[src/rtl/pattern_cfg_bank_if.sv]
// pattern_cfg_bank_if: valid/ready field-masked write port of the configuration bank
interface pattern_cfg_bank_if #(
  parameter int CH_W = 2,
  parameter int E_W  = 5
);
  logic            wr_valid;
  logic            wr_ready;
  logic [CH_W-1:0] wr_ch;
  logic [1:0]      wr_sel;
  logic [E_W-1:0]  wr_data;
  modport master (output wr_valid, wr_ch, wr_sel, wr_data, input wr_ready);
  modport slave  (input wr_valid, wr_ch, wr_sel, wr_data, output wr_ready);
endinterface

[src/rtl/pattern_cfg_bank.sv]
// pattern_cfg_bank: NUM_CH-entry {a,b} config bank with field-masked writes and registered read.
// Define PATTERN_SHADOW_EN to stage writes in a shadow bank copied to the active bank on commit.
module pattern_cfg_bank #(
  parameter int NUM_CH = 4,
  parameter int A_W = 2,
  parameter int B_W = 3,
  parameter logic [A_W+B_W-1:0] RST_PAT = {{A_W{1'b1}}, {B_W{1'b0}}},
  localparam int E_W = A_W + B_W,
  localparam int CH_W = (NUM_CH > 1) ? $clog2(NUM_CH) : 1
) (
  input  logic                     clk,
  input  logic                     rst_n,
  input  logic                     clr,
`ifdef PATTERN_SHADOW_EN
  input  logic                     commit,
`endif
  pattern_cfg_bank_if.slave        wr,
  input  logic [CH_W-1:0]          rd_ch,
  output logic [E_W-1:0]           rd_data,
  output logic [NUM_CH*E_W-1:0]    cfg_o,
  output logic                     upd_o,
  output logic                     err_o
);
  typedef struct packed {
    logic [A_W-1:0] a;
    logic [B_W-1:0] b;
  } entry_t;
  typedef enum logic {IDLE, APPLY} state_t;
  localparam entry_t RST_E = RST_PAT;
  localparam logic [CH_W:0] NUM_L = (CH_W+1)'(NUM_CH);
  state_t state_q, state_d;
  logic [CH_W-1:0] ch_q, ch_d;
  logic [1:0] sel_q, sel_d;
  entry_t data_q, data_d;
  entry_t act_q [NUM_CH];
  entry_t act_d [NUM_CH];
  entry_t rd_q, rd_d;
  logic upd_q, upd_d, err_q, err_d, hit;
`ifdef PATTERN_SHADOW_EN
  entry_t shd_q [NUM_CH];
  entry_t shd_d [NUM_CH];
  logic pend_q, pend_d;
`endif
  function automatic entry_t merge(entry_t o, entry_t n, logic [1:0] s);
    return '{a: s[1] ? n.a : o.a, b: s[0] ? n.b : o.b};
  endfunction
  // out-of-range channels complete the handshake but only raise err_o
  assign hit = (state_q == APPLY) && ({1'b0, ch_q} < NUM_L);
  always_comb begin
    state_d = state_q;
    ch_d = ch_q;
    sel_d = sel_q;
    data_d = data_q;
    act_d = act_q;
    upd_d = 1'b0;
    err_d = err_q;
    rd_d = ({1'b0, rd_ch} < NUM_L) ? act_q[rd_ch] : RST_E;
`ifdef PATTERN_SHADOW_EN
    shd_d = shd_q;
    pend_d = 1'b0;
`endif
    if (clr) begin
      state_d = IDLE;
      act_d = '{default: RST_E};
`ifdef PATTERN_SHADOW_EN
      shd_d = '{default: RST_E};
`endif
      upd_d = 1'b1;
    end else if (state_q == IDLE) begin
      if (wr.wr_valid) begin
        state_d = APPLY;
        ch_d = wr.wr_ch;
        sel_d = wr.wr_sel;
        data_d = wr.wr_data;
      end
`ifdef PATTERN_SHADOW_EN
      if (commit || pend_q) begin
        act_d = shd_q;
        upd_d = 1'b1;
      end
`endif
    end else begin
      state_d = IDLE;
      err_d = err_q | !hit;
`ifdef PATTERN_SHADOW_EN
      // a commit seen while a write is landing waits one cycle so it carries that write
      pend_d = commit;
      if (hit) shd_d[ch_q] = merge(shd_q[ch_q], data_q, sel_q);
`else
      if (hit) act_d[ch_q] = merge(act_q[ch_q], data_q, sel_q);
      upd_d = hit && |sel_q;
`endif
    end
  end
  always_ff @(posedge clk or negedge rst_n) begin
    if (!rst_n) begin
      state_q <= IDLE;
      ch_q <= '0;
      sel_q <= '0;
      data_q <= RST_E;
      act_q <= '{default: RST_E};
      rd_q <= RST_E;
      upd_q <= 1'b0;
      err_q <= 1'b0;
`ifdef PATTERN_SHADOW_EN
      shd_q <= '{default: RST_E};
      pend_q <= 1'b0;
`endif
    end else begin
      state_q <= state_d;
      ch_q <= ch_d;
      sel_q <= sel_d;
      data_q <= data_d;
      act_q <= act_d;
      rd_q <= rd_d;
      upd_q <= upd_d;
      err_q <= err_d;
`ifdef PATTERN_SHADOW_EN
      shd_q <= shd_d;
      pend_q <= pend_d;
`endif
    end
  end
  for (genvar i = 0; i < NUM_CH; i++) begin : g_cfg
    assign cfg_o[i*E_W +: E_W] = act_q[i];
  end
  assign wr.wr_ready = (state_q == IDLE);
  assign rd_data = rd_q;
  assign upd_o = upd_q;
  assign err_o = err_q;
endmodule

[src/flat_wrapper.sv]
// flat-port wrapper written by rule: the top's interface ports become plain ports
module pattern_cfg_bank_flat 
#(
  parameter int NUM_CH = 4,
  parameter int A_W = 2,
  parameter int B_W = 3,
  parameter logic [A_W+B_W-1:0] RST_PAT = {{A_W{1'b1}}, {B_W{1'b0}}},
  localparam int E_W = A_W + B_W,
  localparam int CH_W = (NUM_CH > 1) ? $clog2(NUM_CH) : 1
)
  (clk, rst_n, clr, rd_ch, rd_data, cfg_o, upd_o, err_o, wr_wr_valid, wr_wr_ch, wr_wr_sel, wr_wr_data, wr_wr_ready);
  pattern_cfg_bank_if #(.CH_W(2), .E_W(5)) wr_i ();
  input  logic clk;
  input  logic rst_n;
  input  logic clr;
  input  logic [CH_W-1:0] rd_ch;
  output logic [E_W-1:0] rd_data;
  output logic [NUM_CH*E_W-1:0] cfg_o;
  output logic upd_o;
  output logic err_o;
  input wire logic [$bits(wr_i.wr_valid)-1:0] wr_wr_valid;
  input wire logic [$bits(wr_i.wr_ch)-1:0] wr_wr_ch;
  input wire logic [$bits(wr_i.wr_sel)-1:0] wr_wr_sel;
  input wire logic [$bits(wr_i.wr_data)-1:0] wr_wr_data;
  output wire logic [$bits(wr_i.wr_ready)-1:0] wr_wr_ready;
  assign wr_i.wr_valid = wr_wr_valid;
  assign wr_i.wr_ch = wr_wr_ch;
  assign wr_i.wr_sel = wr_wr_sel;
  assign wr_i.wr_data = wr_wr_data;
  assign wr_wr_ready = wr_i.wr_ready;
  pattern_cfg_bank #(.NUM_CH(NUM_CH), .A_W(A_W), .B_W(B_W), .RST_PAT(RST_PAT)) u_core (.clk(clk), .rst_n(rst_n), .clr(clr), .wr(wr_i), .rd_ch(rd_ch), .rd_data(rd_data), .cfg_o(cfg_o), .upd_o(upd_o), .err_o(err_o));
endmodule
[config.mk]
export PLATFORM = sky130hd
export DESIGN_NAME = pattern_cfg_bank_flat
export DESIGN_NICKNAME = d
export VERILOG_FILES = /design/src/rtl/pattern_cfg_bank_if.sv /design/src/rtl/pattern_cfg_bank.sv /design/src/flat_wrapper.sv
export SDC_FILE = /design/constraint.sdc
export NUM_CORES = 1
export LEC_CHECK = 0
export CORE_ASPECT_RATIO = 1.5
export CORE_MARGIN = 2
export CORE_UTILIZATION = 53
export DETAILED_ROUTE_END_ITERATION = 6
export HOLD_SLACK_MARGIN = 0.03
export PLACE_DENSITY = 0.84
export SYNTH_ARGS = -nofsm -noshare
export SYNTH_HDL_FRONTEND = slang
export SYNTH_SLANG_ARGS = --single-unit
[constraint.sdc]
create_clock -name clk -period 2.92 [get_ports clk]
set_input_delay 0.584 -clock clk [delete_from_list [all_inputs] [get_ports clk]]
set_output_delay 0.584 -clock clk [all_outputs]
set_load 0.05 [all_outputs]
# --- Yosys cells after proc, flatten, opt, wreduce, memory -nomap -nowiden ---
# Index checks and enable logic that the tools add are counted.
word_totals:
  regBits: 37
  input_bits: 15
  out_inout_bits: 28
op_classes:
  magnitude_cmp: 3
  n_mux: 18
  bitwise: 5
  reduce_logical: 7
op_table:
  columns: ["cell", "count"]
  rows:
  - ["20-bit 2-to-1 mux", 2]
  - ["5-bit 2-to-1 mux", 5]
  - ["5-bit binary-select mux with 2-bit select", 2]
  - ["20-bit bitwise mux", 1]
  - ["5-bit demux with 2-bit select", 1]
  - ["3-bit >= comparator, second input constant", 2]
  - ["2-bit NOT with 3-bit output", 2]
  - ["1-bit 2-to-1 mux", 5]
  - ["3-bit by 1-bit less-than comparator with 1-bit output, second input constant", 1]
  - ["3-bit 2-to-1 mux", 1]
  - ["3-bit AND reduction", 1]
  - ["1-bit logical AND", 2]
  - ["2-bit 2-to-1 mux", 1]
  - ["1-bit NOT", 2]
  - ["2-bit AND reduction", 1]
  - ["2-bit nonzero test", 1]
  - ["2-bit OR reduction", 1]
  - ["1-bit logical NOT", 1]
  - ["1-bit bitwise OR", 1]

# --- Depth between registers and ports, before layout ---
# Gate-level depths: netlist of run 1.
depth:
  word_depth: 8
  depth_mapped: 5

# --- Worst setup path before layout of run 1 ---
# Ideal clock, no wire load.
synth_timing:
  kind: "input port to flip-flop"
  start: "in clr"
  end: "reg u_core.data_q[0] in the netlist's numbering"
  setup_ps: 125
  arrival_ps: 1282
  t_required_ps: 2795
  slack_ps: 1514
  stages: 3
  path_cell_list: "nor3b_4 -> buf_6 -> mux2_2"
synth_via:
  elab_chain_len: 2
synth_lines:
  columns: ["item", "line_no", "source"]
  rows:
  - ["start, declared", "flat_wrapper.sv:15", "input logic clr;"]
  - ["1-bit NOT (no source line)", null, null]
  - ["3-bit AND reduction (no source line)", null, null]
  - ["end signal, assigned", "pattern_cfg_bank.sv:113", "data_q <= data_d;"]
  - ["end, declared", "pattern_cfg_bank.sv:34", "entry_t data_q, data_d;"]
# Every way passes these cells.
# A chain may end at the register's enable or synchronous reset.

# --- Final worst setup path of run 1 ---
layout_timing:
  start: "reg u_core.act_q, in the netlist u_core.cfg_o[3]"
  end: "out cfg_o[3]"
layout_rtl:
  columns: ["item", "line_no", "source"]
  rows:
  - ["start, declared", "pattern_cfg_bank.sv:35", "entry_t act_q [NUM_CH];"]
  - ["start signal, assigned", "pattern_cfg_bank.sv:114", "act_q <= act_d;"]
  - ["end, declared", "flat_wrapper.sv:18", "output logic [NUM_CH*E_W-1:0] cfg_o;"]
# No word-level cell between the ends.

==> results.txt, run 1 <==
----------------------------------------------------
[Pwr]
  Total power density per cell area ... 534 nW/µm²
  Sequential share of power ... 0.493
  Cell-internal power ... 845 µW
  Power, Total ... 1.21 mW
  Largest vdd supply drop ... 0.402 mV
  Sw Pwr ... 368 µW
  Switching power share of the total ... 0.303
  Combinational group share of total power ... 0.234
  Leakage power ... 0.929 nW
  Clock share of power ... 0.273

[Synthesis]
  Synthesized cell area ... 1780 µm²
  Yosys cell types ... 31
  Mean instance size in the synthesized netlist ... 13.3 µm²
  Post-synthesis async set-or-reset flop share ... 1.00
  Proportion of synthesized chip area in sequential cells ... 0.530
  Most common library cells after synthesis ... dfrtp_1 (25), dfstp_2 (12), nand2_1 (9)
  Cell taking the most area after synthesis ... dfrtp_1
  Number of enable flip-flop cells after synthesis ... 0
  Warnings, synthesis ... 0
  Syn nets ... 149
  Most frequent cell after synthesis ... dfrtp_1
  Dominant synthesized flop cell ... dfrtp_1
  Count of state elements after synthesis ... 37
  Post-synth top area share ... 0.352
  Number of instances in the synthesized netlist ... 134
  Ranking of synthesized cells by area ... dfrtp_1 (35%), dfstp_2 (18%), mux4_2 (6.3%), mux2_2 (5.1%), mux2i_1 (4.5%)

[Routing]
  Routed length per placed instance ... 17.8 µm
  DR iter-0 viols ... 51
  Total Routed Length ... 3880 µm
  Number of DRC violations after detailed routing ... 0
  Total number of vias ... 1,266
  Pre-antenna DRT Iters ... 5
  Post-detailed-route count of antenna-violating nets ... 0
  Average vias per placed instance ... 5.81

[STA]
  RSZ-0062 raised after global routing ... false
  Clock skew after layout ... 0.00718 ns
  FMAX ... 0.439 GHz
  Time the final worst path needs with I/O delays and setup ... 2.28 ns
  Post-layout worst setup margin ... 0.644 ns
  Final clock period utilization by the worst path ... 0.779
  Measured slew at the worst slew-check pin ... 0.580 ns
  Setup_tns ... 0 ns
  Final number of setup-violating endpoints ... 0
  Final Hold Viols ... 0
  Worst slew margin relative to its limit ... 0.612
  Final number of max-transition violations ... 0

[Die]
  Die height ... 74.9 µm
  Die width ... 51.3 µm
  Row count ... 25
  Effective utilization at floorplan ... 0.557
  Total die area ... 3840 µm²
  Core area ... 3190 µm²
  Number of ports placed on the die boundary ... 43

[Finish]
  Final Net Count ... 192
  Final standard cell utilization of the core ... 0.712
  Synth-to-Final Area Change ... 27.9%
  Share of final-layout standard cells stronger than drive strength 1 ... 0.219
  Fill cell count ... 253
  Number of diodes added for antenna fixing ... 0

[Worst setup path]
  Top delay family on crit path ... buffers and inverters
  Arrival @ worst endpoint ... 1.69 ns
  Class of the most critical setup path ... flop to output port
  Slowest cell on crit path ... clkdlybuf4s50_1
  Required time of the worst setup path ... 2.34 ns
  Kind of start point of the critical path ... flop
  Cell-by-cell trace of the critical path ... clkdlybuf4s50_1
  Crit Path Max Fanout ... 4
  Worst path buffer plus inverter count ... 1
  Delay contributed by the slowest stage of the critical path ... 0.83 ns
  Kind of end point of the critical path ... output port

[Clocking]
  Clock slew at the register clock pins of the worst setup and hold paths ... 0.07 ns
  CTS buffer count ... 5
  Clock tree from TritonCTS ... yes
  CTS H-tree depth ... 2
  Clock Tree Root ... clkbuf_8
  Post-CTS Hold Fix Bufs ... 0
  Number of gates given a new drive strength after cts ... 0
  Skew-Pair Late Insertion Delay ... 0.28 ns
  Max Root-Sink Buffers ... 2
  Clock tree sinks ... 37
  Post-CTS Repair Setup Buffers ... 0

[Global route]
  Global route total overflow ... 0
  Number of global-route vias before repair ... 1,287
  First-pass GRT wire length ... 6290 µm
  Total GRT Usage ... 0.229
  Pin count of the biggest net entering global routing ... 38
  Number of antenna violations at the first check in global routing ... 0

[Placed design]
  Dpl ws ... 0.532 ns
  Number of buffers added on ports ... 42
  Final weighted congestion in routability-driven placement ... 0.894
  Detailed Place HPWL ... 3040 µm

[Outcome]
  Result of the run ... finished, final reports clean

[Min path]
  Class of the most critical hold timing path ... flop to flop

[Flow run]
  Max_cap viols ... 0

----------------------------------------------------
==> per-layer routing <==
layer,track usage,share of wire,vias to the layer above
li1,-,-,583
met1,0.264,0.38,629
met2,0.398,0.55,44
met3,0.0575,0.046,10
met4,0.108,0.026,0
met5,0,0,-
==> per-stage QoR <==
| step | cell area (µm²) | cells | hold slack, ns |
|---|---|---|---|
| 5_1_grt | 2270 | 218 | 0.397 |
| 4_1_cts | 2270 | 218 | 0.390 |
| 3_3_place_gp | 2190 | 210 | 0.364 |
| 2_1_floorplan | 1780 | 134 | 0.288 |
| 6_report | 2270 | 218 | 0.383 |
| 3_5_place_dp | 2190 | 210 | 0.375 |
==> logic make-up after synthesis <==
group / synth area share
DFF: 0.530
AOI/OAI and AO/OA: 0.153
and+or+nand+nor: 0.102
muxes: 0.165
buffers and inverters: 0.0500
==> flip-flops by register name, summed over array words and instances (netlist names) <==
register,flops
u_core.cfg_o,20
u_core.ch_q,2
u_core.data_q,5
u_core.err_o,1
u_core.hit,1
u_core.rd_data,5
u_core.sel_q,2
u_core.upd_o,1
==> area by class of cell <==
| class | instances | area [µm²] | share of cell area |
|---|---|---|---|
| Tap cell | 40 | 50.0 | 0.0220 |
| Sequential cell | 37 | 941 | 0.414 |
| Timing Repair Buffer | 44 | 435 | 0.192 |
| Inverter | 5 | 18.8 | 0.00826 |
| Clock buffer | 8 | 80.1 | 0.0352 |
| Multi-Input combinational cell | 84 | 747 | 0.329 |
==> cells in the final DEF, fill, tap and decap left out <==
cell type        count
a21boi_1             3
a21o_1               1
a21oi_1              1
a22o_1               6
a2bb2oi_1            4
a31o_2               1
a31oi_1              2
a32o_1               6
a32oi_1              4
buf_4                2
clkbuf_1             3
clkbuf_8             5
clkdlybuf4s50_1     42
dfrtp_1             25
dfstp_2             12
inv_1                5
mux2_1               1
mux2_2               8
mux2i_1              8
mux4_2               5
nand2_1              9
nand2b_1             5
nand3_2              1
nor2_1               4
nor2_4               1
nor2b_1              5
nor3_2               3
nor3b_4              1
o21ai_0              3
o31a_1               2
==> path summary, 6_finish.rpt <==
check	endpoint	cells past startpoint	slack, ns	from
worst min register to register	u_core.err_o	0	0.38	u_core.err_o
max in group asynchronous	u_core.cfg_o[3]	2	1.85	rst_n
worst max-delay path	cfg_o[3]	1	0.64	u_core.cfg_o[3]
worst max register to register	u_core.data_q[1]	2	1.43	u_core.hit
worst min-delay path	u_core.err_o	0	0.38	u_core.err_o
min in group asynchronous	u_core.cfg_o[11]	2	0.72	rst_n
==> power by group through the flow <==
stage | clock, mW | sequential [mW] | combinational [mW]
after detailed placement | 0 | 0.608 | 0.284
after global placement | 0 | 0.604 | 0.276
after floorplan | 0 | 0.646 | 0.158
final | 0.331 | 0.598 | 0.284
after CTS | 0.341 | 0.598 | 0.285
after global routing | 0.360 | 0.605 | 0.304
Note: power is estimated with default switching activity, not from simulation.
==> run 2: changes to the inputs <==
Settings changed: CORE_UTILIZATION 53 to 49, PLACE_DENSITY 0.84 to 0.78.
Clock period 2.92 ns to 2.1 ns, I/O delays scaled along.
==> results.txt, run 2 (synthesis results as in run 1) <==
----------------------------------------------------
[Pwr]
  Total power density per cell area ... 754 nW/µm²
  Largest vdd supply drop ... 0.595 mV
  Power, Total ... 1.72 mW
  Sw Pwr ... 513 µW
  Combinational group share of total power ... 0.229
  Clock share of power ... 0.285
  Cell-internal power ... 1.21 mW
  Sequential share of power ... 0.485
  Leakage power ... 0.949 nW
  Switching power share of the total ... 0.298

[Die]
  Row count ... 26
  Effective utilization at floorplan ... 0.515
  Core area ... 3450 µm²
  Die height ... 77.8 µm
  Die width ... 53.2 µm
  Total die area ... 4130 µm²
  Number of ports placed on the die boundary ... 43

[Min path]
  Class of the most critical hold timing path ... flop to flop
  Start point of the worst hold path ... u_core.err_o
  Worst hold endpoint ... u_core.err_o
  Worst hold path cell count ... 0

[Finish]
  Synth-to-Final Area Change ... 28.5%
  Final Net Count ... 195
  Number of diodes added for antenna fixing ... 0
  Share of final-layout standard cells stronger than drive strength 1 ... 0.293
  Most frequent cells in the layout ... clkdlybuf4s50_1 (32), dfrtp_1 (25), buf_4 (15)
  Most common cell after layout, fill and taps aside ... clkdlybuf4s50_1
  Max reg flops ... 20
  Final standard cell utilization of the core ... 0.662

[Worst setup path]
  Kind of end point of the critical path ... output port
  Class of the most critical setup path ... flop to output port
  Required time of the worst setup path ... 1.68 ns
  Delay contributed by the slowest stage of the critical path ... 0.79 ns
  Flop-to-flop setup slack ... 0.62 ns
  Top delay family on crit path ... buffers and inverters
  Startpoint of the worst-slack reg-to-reg timing path ... u_core.hit
  Cell-by-cell trace of the critical path ... clkdlybuf4s50_1
  Arrival @ worst endpoint ... 1.59 ns
  Worst path buffer plus inverter count ... 1
  R2r endpoint ... u_core.cfg_o[12]
  Kind of start point of the critical path ... flop
  Crit Path Max Fanout ... 1
  Number of cell instances on the worst register-to-register path ... 3
  Slowest cell on crit path ... clkdlybuf4s50_1

[Routing]
  Post-detailed-route count of antenna-violating nets ... 0
  Pre-antenna DRT Iters ... 5
  Average vias per placed instance ... 5.88
  Number of DRC violations after detailed routing ... 0
  Total number of vias ... 1,311
  Total Routed Length ... 3970 µm
  DR iter-0 viols ... 43
  Routed length per placed instance ... 17.8 µm

[Clocking]
  Clock tree sinks ... 37
  CTS H-tree depth ... 2
  CTS buffer count ... 5
  Clock slew at the register clock pins of the worst setup and hold paths ... 0.07 ns
  Skew-Pair Late Insertion Delay ... 0.29 ns
  Post-CTS Hold Fix Bufs ... 0
  Clock Tree Root ... clkbuf_8
  Max Root-Sink Buffers ... 2
  Post-CTS Repair Setup Buffers ... 0
  Number of gates given a new drive strength after cts ... 0
  Clock tree from TritonCTS ... yes

[Global route]
  Pin count of the biggest net entering global routing ... 38
  Number of antenna violations at the first check in global routing ... 0
  First-pass GRT wire length ... 6730 µm
  Global route total overflow ... 0
  Number of global-route vias before repair ... 1,341
  Total GRT Usage ... 0.224

[STA]
  Time the final worst path needs with I/O delays and setup ... 2.01 ns
  Worst slew margin relative to its limit ... 0.660
  Setup_tns ... 0 ns
  FMAX ... 0.497 GHz
  RSZ-0062 raised after global routing ... false
  Final number of setup-violating endpoints ... 0
  Measured slew at the worst slew-check pin ... 0.508 ns
  Min Hold Slack ... 0.377 ns
  Clock skew after layout ... 0.00455 ns
  Final clock period utilization by the worst path ... 0.958
  Final number of max-transition violations ... 0
  Final Hold Viols ... 0

[Placed design]
  Detailed Place HPWL ... 3000 µm
  Final weighted congestion in routability-driven placement ... 1.00
  Number of buffers added on ports ... 42

[Outcome]
  Result of the run ... finished, final reports clean

[Flow run]
  Max_cap viols ... 0

----------------------------------------------------
[run 2: final cells by class]
class | count | area [µm²]
fill | 277 | 1170
timing repair buffer | 47 | 433
inverter | 5 | 18.8
sequential | 37 | 941
clock buffer | 8 | 90.1
multi-input combinational | 84 | 747
tap | 42 | 52.6
[run 2: per-stage QoR]
stage	std cells	instance area, µm²	worst slack, ns
finish	223	2280	0.0891
floorplan	134	1780	0.774
detailed placement	215	2190	0.288
global route	223	2280	0.0424
global placement	215	2190	0.322
CTS	223	2280	0.0722
[run 2: how the worst max path moves through the flow]
stage                            startpoint  depth (start not counted)  slack, ns           endpoint
after floorplan            u_core.cfg_o[13]                          3       0.77   u_core.cfg_o[18]
after global placement             rd_ch[0]                          2       0.32  u_core.rd_data[2]
after detailed placement                clr                          4       0.29    u_core.cfg_o[0]
after CTS                 u_core.rd_data[4]                          1       0.07         rd_data[4]
after global routing      u_core.rd_data[4]                          1       0.04         rd_data[4]
final                     u_core.rd_data[4]                          1       0.09         rd_data[4]
[run 2: per-layer routing]
layer	part of all wire	global-route usage	routed length, µm
met5	0	0	0
met4	0.024	0.105	97
met3	0.060	0.0596	239
met2	0.52	0.358	2060
met1	0.40	0.274	1570
[run 2: power by group through the flow]
stage	clock, mW	combinational [mW]	sequential [mW]
3_5_place_dp	0	0.394	0.847
5_1_grt	0.545	0.424	0.845
2_1_floorplan	0	0.219	0.899
6_report	0.491	0.395	0.835
4_1_cts	0.510	0.395	0.835
3_3_place_gp	0	0.386	0.844
==> run 3: changes to the inputs <==
==> constraint.sdc (replaced) <==
create_clock -name clk -period 2.1 [get_ports clk]
set_input_delay 0.315 -clock clk [delete_from_list [all_inputs] [get_ports clk]]
set_output_delay 0.315 -clock clk [all_outputs]
set_load 0.05 [all_outputs]
==> results.txt, run 3 (synthesis results as in run 1) <==
----------------------------------------------------
[Clocking]
  Post-CTS Hold Fix Bufs ... 0
  Clock slew at the register clock pins of the worst setup and hold paths ... 0.07 ns
  CTS H-tree depth ... 2
  Number of gates given a new drive strength after cts ... 0
  Clock tree from TritonCTS ... yes
  Clock Tree Root ... clkbuf_8
  Clock tree sinks ... 37
  Max Root-Sink Buffers ... 2
  Post-CTS Repair Setup Buffers ... 0
  Skew-Pair Late Insertion Delay ... 0.29 ns
  CTS buffer count ... 5

[Worst setup path]
  Slowest cell on crit path ... clkdlybuf4s50_1
  Cell-by-cell trace of the critical path ... clkdlybuf4s50_1
  Required time of the worst setup path ... 1.78 ns
  Kind of start point of the critical path ... flop
  Arrival @ worst endpoint ... 1.68 ns
  Class of the most critical setup path ... flop to output port
  Delay contributed by the slowest stage of the critical path ... 0.82 ns
  Top delay family on crit path ... buffers and inverters
  Crit Path Max Fanout ... 4
  Kind of end point of the critical path ... output port
  Flop-to-flop setup slack ... 0.59 ns
  Worst path buffer plus inverter count ... 1

[Placed design]
  Final weighted congestion in routability-driven placement ... 0.808
  Dpl ws ... 0.258 ns
  Number of buffers added on ports ... 42
  Detailed Place HPWL ... 2890 µm

[Pwr]
  Clock share of power ... 0.303
  Leakage power ... 0.954 nW
  Sequential share of power ... 0.470
  Sw Pwr ... 527 µW
  Largest vdd supply drop ... 0.500 mV
  Combinational group share of total power ... 0.227
  Switching power share of the total ... 0.299
  Cell-internal power ... 1.24 mW
  Total power density per cell area ... 764 nW/µm²

[Global route]
  Global route total overflow ... 0
  Number of global-route vias before repair ... 1,387
  Total GRT Usage ... 0.224
  Pin count of the biggest net entering global routing ... 38
  Number of antenna violations at the first check in global routing ... 0
  First-pass GRT wire length ... 6780 µm

[STA]
  Time the final worst path needs with I/O delays and setup ... 1.99 ns
  Final number of max-transition violations ... 0
  Final clock period utilization by the worst path ... 0.948
  Clock skew after layout ... 0.00464 ns
  Setup_tns ... 0 ns
  Worst slew margin relative to its limit ... 0.641
  Measured slew at the worst slew-check pin ... 0.536 ns
  RSZ-0062 raised after global routing ... false
  FMAX ... 0.502 GHz
  Final number of setup-violating endpoints ... 0
  Final Hold Viols ... 0
  Post-layout worst setup margin ... 0.109 ns

[Routing]
  Total met3 wirelength after detailed routing ... 234 µm
  WL met1 ... 1480 µm
  DR iter-0 viols ... 71
  Total Routed Length ... 3840 µm
  Total number of vias ... 1,316
  Pre-antenna DRT Iters ... 4
  Top Layer Used ... met4
  Post-detailed-route count of antenna-violating nets ... 0
  Number of DRC violations after detailed routing ... 0
  Routed length per placed instance ... 17.3 µm
  Average vias per placed instance ... 5.93
  Detailed route wirelength on metal2 ... 2070 µm

[Die]
  Effective utilization at floorplan ... 0.515
  Row count ... 26
  Die height ... 77.8 µm
  Die width ... 53.2 µm
  Number of ports placed on the die boundary ... 43
  Core area ... 3450 µm²
  Total die area ... 4130 µm²

[Finish]
  Most common cell after layout, fill and taps aside ... clkdlybuf4s50_1
  Max reg flops ... 20
  Fill cell count ... 276
  Final Net Count ... 194
  Synth-to-Final Area Change ... 30.1%
  Most frequent cells in the layout ... clkdlybuf4s50_1 (42), dfrtp_1 (25), dfstp_2 (12)
  Share of final-layout standard cells stronger than drive strength 1 ... 0.244
  Number of diodes added for antenna fixing ... 0

[Outcome]
  Result of the run ... finished, final reports clean

[Flow run]
  Max_cap viols ... 0

[Min path]
  Class of the most critical hold timing path ... flop to flop

----------------------------------------------------
run 3: cell count changes in the layout (fill, tap and decap cells not counted), sizes merged:
| cell | before | now |
|---|---|---|
| buf | 15 | 4 |
| clkbuf | 8 | 7 |
| clkdlybuf4s50 | 32 | 42 |
| clkinv | 0 | 1 |
run 3: metal layers:
layer	GRT usage	up-vias
met2	0.376	54
li1	-	595
met5	0	-
met1	0.282	660
met3	0.0558	7
met4	0.0615	0
run 3: final timing paths:
path / from / to / cells past startpoint
min in group asynchronous: rst_n / u_core.rd_data[2] / 2
min reg2reg: u_core.err_o / u_core.err_o / 0
max: u_core.cfg_o[3] / cfg_o[3] / 1
max reg2reg: u_core.hit / u_core.data_q[0] / 3
max in group asynchronous: rst_n / u_core.data_q[4] / 2
min: u_core.err_o / u_core.err_o / 0
run 3: metrics by stage:
step                cells  total power, mW  hold slack (ns)   util  instance area, µm²
finish                222             1.77            0.380  0.670                2310
CTS                   222             1.78            0.387  0.670                2310
floorplan             134             1.12           0.0194      -                1780
global placement      214             1.23            0.366  0.641                2210
detailed placement    214             1.24            0.371  0.641                2210
global route          222             1.86            0.396  0.670                2310
run 3: cell type report:
cell class / count / area (µm²) / share of cell area
inverter: 5 / 18.8 / 0.00812
sequential: 37 / 941 / 0.407
clock inverter: 1 / 5.00 / 0.00217
tap: 42 / 52.6 / 0.0227
multi-input combinational: 84 / 747 / 0.323
clock buffer: 7 / 96.3 / 0.0417
timing repair buffer: 46 / 450 / 0.195
run 3: power groups by stage:
stage | logic [mW] | clock network, mW | registers (mW)
after global routing | 0.434 | 0.583 | 0.840
after CTS | 0.401 | 0.548 | 0.831
after detailed placement | 0.400 | 0 | 0.844
after global placement | 0.392 | 0 | 0.840
final | 0.400 | 0.535 | 0.831
after floorplan | 0.219 | 0 | 0.899
